File: src/rtl/reset_sequencer_if.sv
// Software reset request/acknowledge handshake between a requester and reset_sequencer.
interface reset_sequencer_if #(
    parameter int NUM_DOMAINS = 4
);
    logic                   sw_rst_req;
    logic [NUM_DOMAINS-1:0] sw_rst_mask;
    logic                   sw_rst_ack;

    modport master (
        output sw_rst_req,
        output sw_rst_mask,
        input  sw_rst_ack
    );

    modport slave (
        input  sw_rst_req,
        input  sw_rst_mask,
        output sw_rst_ack
    );
endinterface

File: src/rtl/reset_sequencer.sv
// Staged per-domain reset release after system reset, plus software reset of any domain subset.
// Optional macro RST_SEQ_INIT_WAIT_EN adds dom_init_done gating of each subsequent release.
module reset_sequencer #(
    parameter int NUM_DOMAINS = 4,
    parameter int STAGE_DELAY = 16,
    parameter int HOLD_CYCLES = 8
) (
    input  logic                   clk,
    input  logic                   sync_rst_n,
    reset_sequencer_if.slave       sw_if,
`ifdef RST_SEQ_INIT_WAIT_EN
    input  logic [NUM_DOMAINS-1:0] dom_init_done,
`endif
    output logic [NUM_DOMAINS-1:0] dom_rst_n,
    output logic                   seq_busy,
    output logic                   seq_done
);

    localparam int CNT_MAX = (STAGE_DELAY > HOLD_CYCLES) ? STAGE_DELAY : HOLD_CYCLES;
    localparam int CW      = $clog2(CNT_MAX + 1);

    localparam logic [CW-1:0]          CNT_ZERO   = {CW{1'b0}};
    localparam logic [CW-1:0]          CNT_ONE    = CW'(1);
    localparam logic [CW-1:0]          STAGE_LAST = CW'(STAGE_DELAY - 1);
    localparam logic [CW-1:0]          HOLD_LAST  = CW'(HOLD_CYCLES - 1);
    localparam logic [NUM_DOMAINS-1:0] DOM_ZERO   = {NUM_DOMAINS{1'b0}};
    localparam logic [NUM_DOMAINS-1:0] DOM_ONES   = {NUM_DOMAINS{1'b1}};
    localparam logic [NUM_DOMAINS-1:0] DOM_ONE    = NUM_DOMAINS'(1);

    typedef enum logic [1:0] {
        ST_RELEASE = 2'd0,
        ST_IDLE    = 2'd1,
        ST_HOLD    = 2'd2
    } state_e;

    state_e                 state_q, state_d;
    logic [NUM_DOMAINS-1:0] pending_q, pending_d;
    logic [CW-1:0]          cnt_q, cnt_d;
    logic [NUM_DOMAINS-1:0] dom_q, dom_d;
    logic                   ack_q, ack_d;
    logic                   done_q, done_d;
    logic                   busy_q, busy_d;

    logic [NUM_DOMAINS-1:0] low_oh_s;
    logic [NUM_DOMAINS-1:0] pending_rest_s;
    logic                   init_ok_s;
    logic                   fin_ok_s;

    // Two's-complement trick isolates the lowest pending domain, so empty slots cost nothing.
    assign low_oh_s       = pending_q & (~pending_q + DOM_ONE);
    assign pending_rest_s = pending_q & ~low_oh_s;

`ifdef RST_SEQ_INIT_WAIT_EN
    logic                   gate_q, gate_d;
    logic [NUM_DOMAINS-1:0] last_oh_q, last_oh_d;

    assign init_ok_s = !gate_q || ((dom_init_done & last_oh_q) != DOM_ZERO);
    assign fin_ok_s  = (dom_init_done & low_oh_s) != DOM_ZERO;
`else
    assign init_ok_s = 1'b1;
    assign fin_ok_s  = 1'b1;
`endif

    // Next-state and next-output computation for the sequencer.
    always_comb begin
        state_d   = state_q;
        pending_d = pending_q;
        cnt_d     = cnt_q;
        dom_d     = dom_q;
        ack_d     = 1'b0;
        done_d    = 1'b0;
        busy_d    = busy_q;
`ifdef RST_SEQ_INIT_WAIT_EN
        gate_d    = gate_q;
        last_oh_d = last_oh_q;
`endif
        case (state_q)
            ST_IDLE: begin
                busy_d = 1'b0;
                // ack_q guard keeps the acknowledge a strict single-cycle pulse.
                if (sw_if.sw_rst_req && !ack_q) begin
                    ack_d = 1'b1;
                    if (sw_if.sw_rst_mask != DOM_ZERO) begin
                        dom_d     = dom_q & ~sw_if.sw_rst_mask;
                        pending_d = sw_if.sw_rst_mask;
                        cnt_d     = CNT_ZERO;
                        state_d   = ST_HOLD;
                        busy_d    = 1'b1;
`ifdef RST_SEQ_INIT_WAIT_EN
                        gate_d    = 1'b0;
`endif
                    end else begin
                        state_d = ST_IDLE;
                    end
                end else begin
                    state_d = ST_IDLE;
                end
            end
            ST_HOLD: begin
                if (cnt_q == HOLD_LAST) begin
                    cnt_d   = CNT_ZERO;
                    state_d = ST_RELEASE;
                end else begin
                    cnt_d = cnt_q + CNT_ONE;
                end
            end
            ST_RELEASE: begin
                if (!init_ok_s) begin
                    cnt_d = CNT_ZERO;
                end else if (pending_q == DOM_ZERO) begin
                    state_d = ST_IDLE;
                    done_d  = 1'b1;
                    busy_d  = 1'b0;
                end else if (cnt_q == STAGE_LAST) begin
                    cnt_d     = CNT_ZERO;
                    dom_d     = dom_q | low_oh_s;
                    pending_d = pending_rest_s;
`ifdef RST_SEQ_INIT_WAIT_EN
                    gate_d    = 1'b1;
                    last_oh_d = low_oh_s;
`endif
                    if ((pending_rest_s == DOM_ZERO) && fin_ok_s) begin
                        state_d = ST_IDLE;
                        done_d  = 1'b1;
                        busy_d  = 1'b0;
                    end else begin
                        state_d = ST_RELEASE;
                    end
                end else begin
                    cnt_d = cnt_q + CNT_ONE;
                end
            end
            default: begin
                state_d   = ST_RELEASE;
                pending_d = DOM_ONES;
                cnt_d     = CNT_ZERO;
                dom_d     = DOM_ZERO;
                busy_d    = 1'b1;
            end
        endcase
    end

    // State and registered outputs; reset re-arms the full power-up release sequence.
    always_ff @(posedge clk) begin
        if (!sync_rst_n) begin
            state_q   <= ST_RELEASE;
            pending_q <= DOM_ONES;
            cnt_q     <= CNT_ZERO;
            dom_q     <= DOM_ZERO;
            ack_q     <= 1'b0;
            done_q    <= 1'b0;
            busy_q    <= 1'b1;
`ifdef RST_SEQ_INIT_WAIT_EN
            gate_q    <= 1'b0;
            last_oh_q <= DOM_ZERO;
`endif
        end else begin
            state_q   <= state_d;
            pending_q <= pending_d;
            cnt_q     <= cnt_d;
            dom_q     <= dom_d;
            ack_q     <= ack_d;
            done_q    <= done_d;
            busy_q    <= busy_d;
`ifdef RST_SEQ_INIT_WAIT_EN
            gate_q    <= gate_d;
            last_oh_q <= last_oh_d;
`endif
        end
    end

    assign sw_if.sw_rst_ack = ack_q;
    assign dom_rst_n        = dom_q;
    assign seq_busy         = busy_q;
    assign seq_done         = done_q;

endmodule

File: src/flat_wrapper.sv
// flat-port wrapper written by rule: the top's interface ports become plain ports
module reset_sequencer_flat 
#(
    parameter int NUM_DOMAINS = 4,
    parameter int STAGE_DELAY = 16,
    parameter int HOLD_CYCLES = 8
)
  (clk, sync_rst_n, dom_rst_n, seq_busy, seq_done, sw_if_sw_rst_req, sw_if_sw_rst_mask, sw_if_sw_rst_ack);
  reset_sequencer_if #(.NUM_DOMAINS(NUM_DOMAINS)) sw_if_i ();
  input  logic clk;
  input  logic sync_rst_n;
  output logic [NUM_DOMAINS-1:0] dom_rst_n;
  output logic seq_busy;
  output logic seq_done;
  input wire logic [$bits(sw_if_i.sw_rst_req)-1:0] sw_if_sw_rst_req;
  input wire logic [$bits(sw_if_i.sw_rst_mask)-1:0] sw_if_sw_rst_mask;
  output wire logic [$bits(sw_if_i.sw_rst_ack)-1:0] sw_if_sw_rst_ack;
  assign sw_if_i.sw_rst_req = sw_if_sw_rst_req;
  assign sw_if_i.sw_rst_mask = sw_if_sw_rst_mask;
  assign sw_if_sw_rst_ack = sw_if_i.sw_rst_ack;
  reset_sequencer #(.NUM_DOMAINS(NUM_DOMAINS), .STAGE_DELAY(STAGE_DELAY), .HOLD_CYCLES(HOLD_CYCLES)) u_core (.clk(clk), .sync_rst_n(sync_rst_n), .sw_if(sw_if_i), .dom_rst_n(dom_rst_n), .seq_busy(seq_busy), .seq_done(seq_done));
endmodule
File: config.mk
export PLATFORM = sky130hd
export DESIGN_NAME = reset_sequencer_flat
export DESIGN_NICKNAME = d
export VERILOG_FILES = /design/src/rtl/reset_sequencer_if.sv /design/src/rtl/reset_sequencer.sv /design/src/flat_wrapper.sv
export SDC_FILE = /design/constraint.sdc
export NUM_CORES = 1
export LEC_CHECK = 0
export BUFFER_PORTS_ARGS = -buffer_cell sky130_fd_sc_hd__buf_4
export CAP_MARGIN = 15
export CORE_UTILIZATION = 40
export CTS_CLUSTER_DIAMETER = 30
export CTS_CLUSTER_SIZE = 20
export DETAILED_ROUTE_END_ITERATION = 8
export SYNTH_ARGS = -nofsm -noshare
export SYNTH_HDL_FRONTEND = slang
export SYNTH_SLANG_ARGS = --single-unit
File: constraint.sdc
create_clock -name clk -period 2.4 [get_ports clk]
set_input_delay 0.48 -clock clk [delete_from_list [all_inputs] [get_ports clk]]
set_output_delay 0.48 -clock clk [all_outputs]
set_load 0.01 [all_outputs]
==> flow_summary.ini <==
[detailed_routing]
drc = 0
drt_wl_total_um = 2080
vias_per_cell = 5.59
route.vias.total = 855
drtPass1Iterations = 4
drt_iter0_drc = 18
wl_per_cell_um = 13.6
drt.antenna.violating_nets = 0

[sta]
fin_crit_ps = 2030
grt_setup_unrepaired = no
clock-skew-final_ps = 7.56
final_max_slew_viol_count = 0
relSlewSlack_pct = 62.8
final.setup.tns_ps = 0
fmax_mhz = 492
setup_viol_count_final = 0
hold_violations = 0
post-route-period-util_pct = 84.8
tightest_slew_ps = 557

[hold_path]
holdCritPathClass = primary input to flop
hold_path_end = u_core.pending_q[1]
hold_start = sw_if_sw_rst_mask[1]
holdPathStages = 3

[final_layout]
multi_input_area_sq_um = 543
regArea_sq_um = 360
fillCellCount = 220
diodes = 0
finalNetCount = 136
postLayoutCoreUtil_pct = 49.7
areaGrowthSynthToFinish_pct = 17.0
drive_gt1_share_pct = 20.0

[synth]
synthTopCellsByArea = dfxtp_1 (38%), o21ai_0 (5.3%), nand2_1 (4.7%)
synth_warnings = 0
ys_ff_latch = 18
synth.net_count = 120
seq_area_frac_synth_pct = 38.0
syn_area_per_cell_sq_um = 8.62
ys_types = 38
yosysTopAreaCellShare_pct = 38.0
netlist_area_sq_um = 948
synth_most_common_cell = dfxtp_1
synth_top_area_cell = dfxtp_1
async_flop_share_pct = 0
synth_ff_type = dfxtp_1
synth-edff-count = 0
synth_cells = 110
synthTopCellsByCount = dfxtp_1 (18), nand2_1 (12), inv_1 (10), o21ai_0 (10), nor2_1 (7)

[setup_path]
r2r_start = u_core.cnt_q[0]
start_kind = flop
timing.rr.end = u_core.state_q[0]
critPathArrivalTime_ps = 2240
crit_type = flop to flop
cp.required_ps = 2600
ff2ff_path_depth = 8
worst-path-max-fanout = 6
endpoint_kind = flop
reg2reg_setup_slack_ps = 370

[grt]
grt.total_usage_pct = 19.0
antenna_found_initial = 0
grt_pass1_wl_um = 3710
grt_max_degree = 15
grt_overflow_total = 0
grt_pass1_vias = 861

[floorplan]
dieArea_sq_um = 2570
die_h_um = 50.7
initial_utilization_pct = 42.5
num_rows = 17
ioPinCount = 14
die_w_um = 50.7
core_sq_um = 2230

[flow_run]
max_cap_violations = 0

[clock_tree]
cts_sinks = 18
cts_buffers = 3
cts_setup_buffers = 0
cts_tree = done
post_cts_resized = 0
hold_buffers = 0
cts-root-buf = clkbuf_4
path_clk_slew_ps = 100
htreeDepth = 1
worstSkewPairLatency_ps = 290
clockBufferDepth = 2

[power_and_ir_drop]
p_leak_nw = 0.473
p_per_area_nw_per_um2 = 474
max-vdd-ir-drop_uv = 306

[place]
gp_congestion = 0.869
dpl.hpwl_um = 1590
io_buffers = 13

[status]
outcome = finished clean
through the flow:
step           cell area [sq um]  power [W]  hold slack, ps  setup WS [ps]  std cells
5_1_grt                     1110   0.000552             461           58.1        153
3_3_place_gp                1070   0.000347             466            358        149
2_1_floorplan                948   0.000332             452            602        110
3_5_place_dp                1070   0.000347             482            346        149
4_1_cts                     1110   0.000529             450            404        153
6_report                    1110   0.000527             456            366        153
placed cells by master, fill, tap and decap left out, types with 2 or more instances in the layout:
master / n
dfxtp_1: 18
buf_4: 13
nand2_1: 12
inv_1: 10
o21ai_0: 10
nor2_1: 7
a21oi_1: 6
nor2b_1: 5
and3_1: 4
ha_1: 3
clkbuf_4: 3
nand3_1: 2
nand2b_1: 2
mux2_4: 2
a41oi_1: 2
a31oi_1: 2
xor2_1: 2
worst max-delay path, stage by stage, from the launching register on:
cell       delay (ps)
dfxtp_1           380
ha_1              230
nand3_1           120
inv_1              80
ha_1              300
inv_1             110
a2111oi_0         340
a21oi_1           150
a221oi_1          250
worst max-delay path by stage:
stage,slack (ps),from,to
detailed placement,350,sw_if_sw_rst_mask[2],u_core.pending_q[3]
global route,60,u_core.cnt_q[0],u_core.state_q[0]
CTS,400,u_core.cnt_q[0],u_core.state_q[0]
floorplan,600,sw_if_sw_rst_mask[2],u_core.pending_q[0]
finish,370,u_core.cnt_q[0],u_core.state_q[0]
global placement,360,sw_if_sw_rst_mask[2],u_core.pending_q[3]
layout make-up:
cell class | instances | share of cell area (%)
multi-input cells | 80 | 48.9
flip-flops and latches | 18 | 32.5
clock buffers | 4 | 3.27
well taps | 28 | 3.16
inverters | 10 | 3.38
repair buffers | 13 | 8.79
logic make-up after synthesis:
kind of cell | count (synthesis) | share of synthesized area [%]
compound gates | 34 | 26.3
simple gates | 37 | 19.9
fa+ha+maj | 4 | 5.01
buf+inv | 12 | 4.75
xor+xnor | 2 | 1.85
mux | 3 | 4.22
flops | 18 | 38.0
routing by layer:
metal | up-vias | GRT usage, % | wire length, um
met5 | - | 0 | 0
met4 | 0 | 6.02 | 12
met3 | 2 | 6.36 | 110
met2 | 21 | 29.3 | 914
met1 | 404 | 24.7 | 1040
li1 | 428 | - | -
sequential cells by signal (all words and copies together), names as in the netlist:
signal and cells:
u_core.state_q 2, u_core.dom_rst_n 4, u_core.cnt_q 5, u_core.sw_if.sw_rst_ack 1, u_core.seq_done 1, u_core.pending_q 4, u_core.seq_busy 1
report_power, final:
group	switching, W	total [W]	internal (W)	leakage [nW]
registers	0.00000471	0.000308	0.000303	0.146
clock network	0.0000935	0.000186	0.0000925	0.0210
logic	0.0000174	0.0000328	0.0000154	0.306
Power figures use the tool's default switching activity.
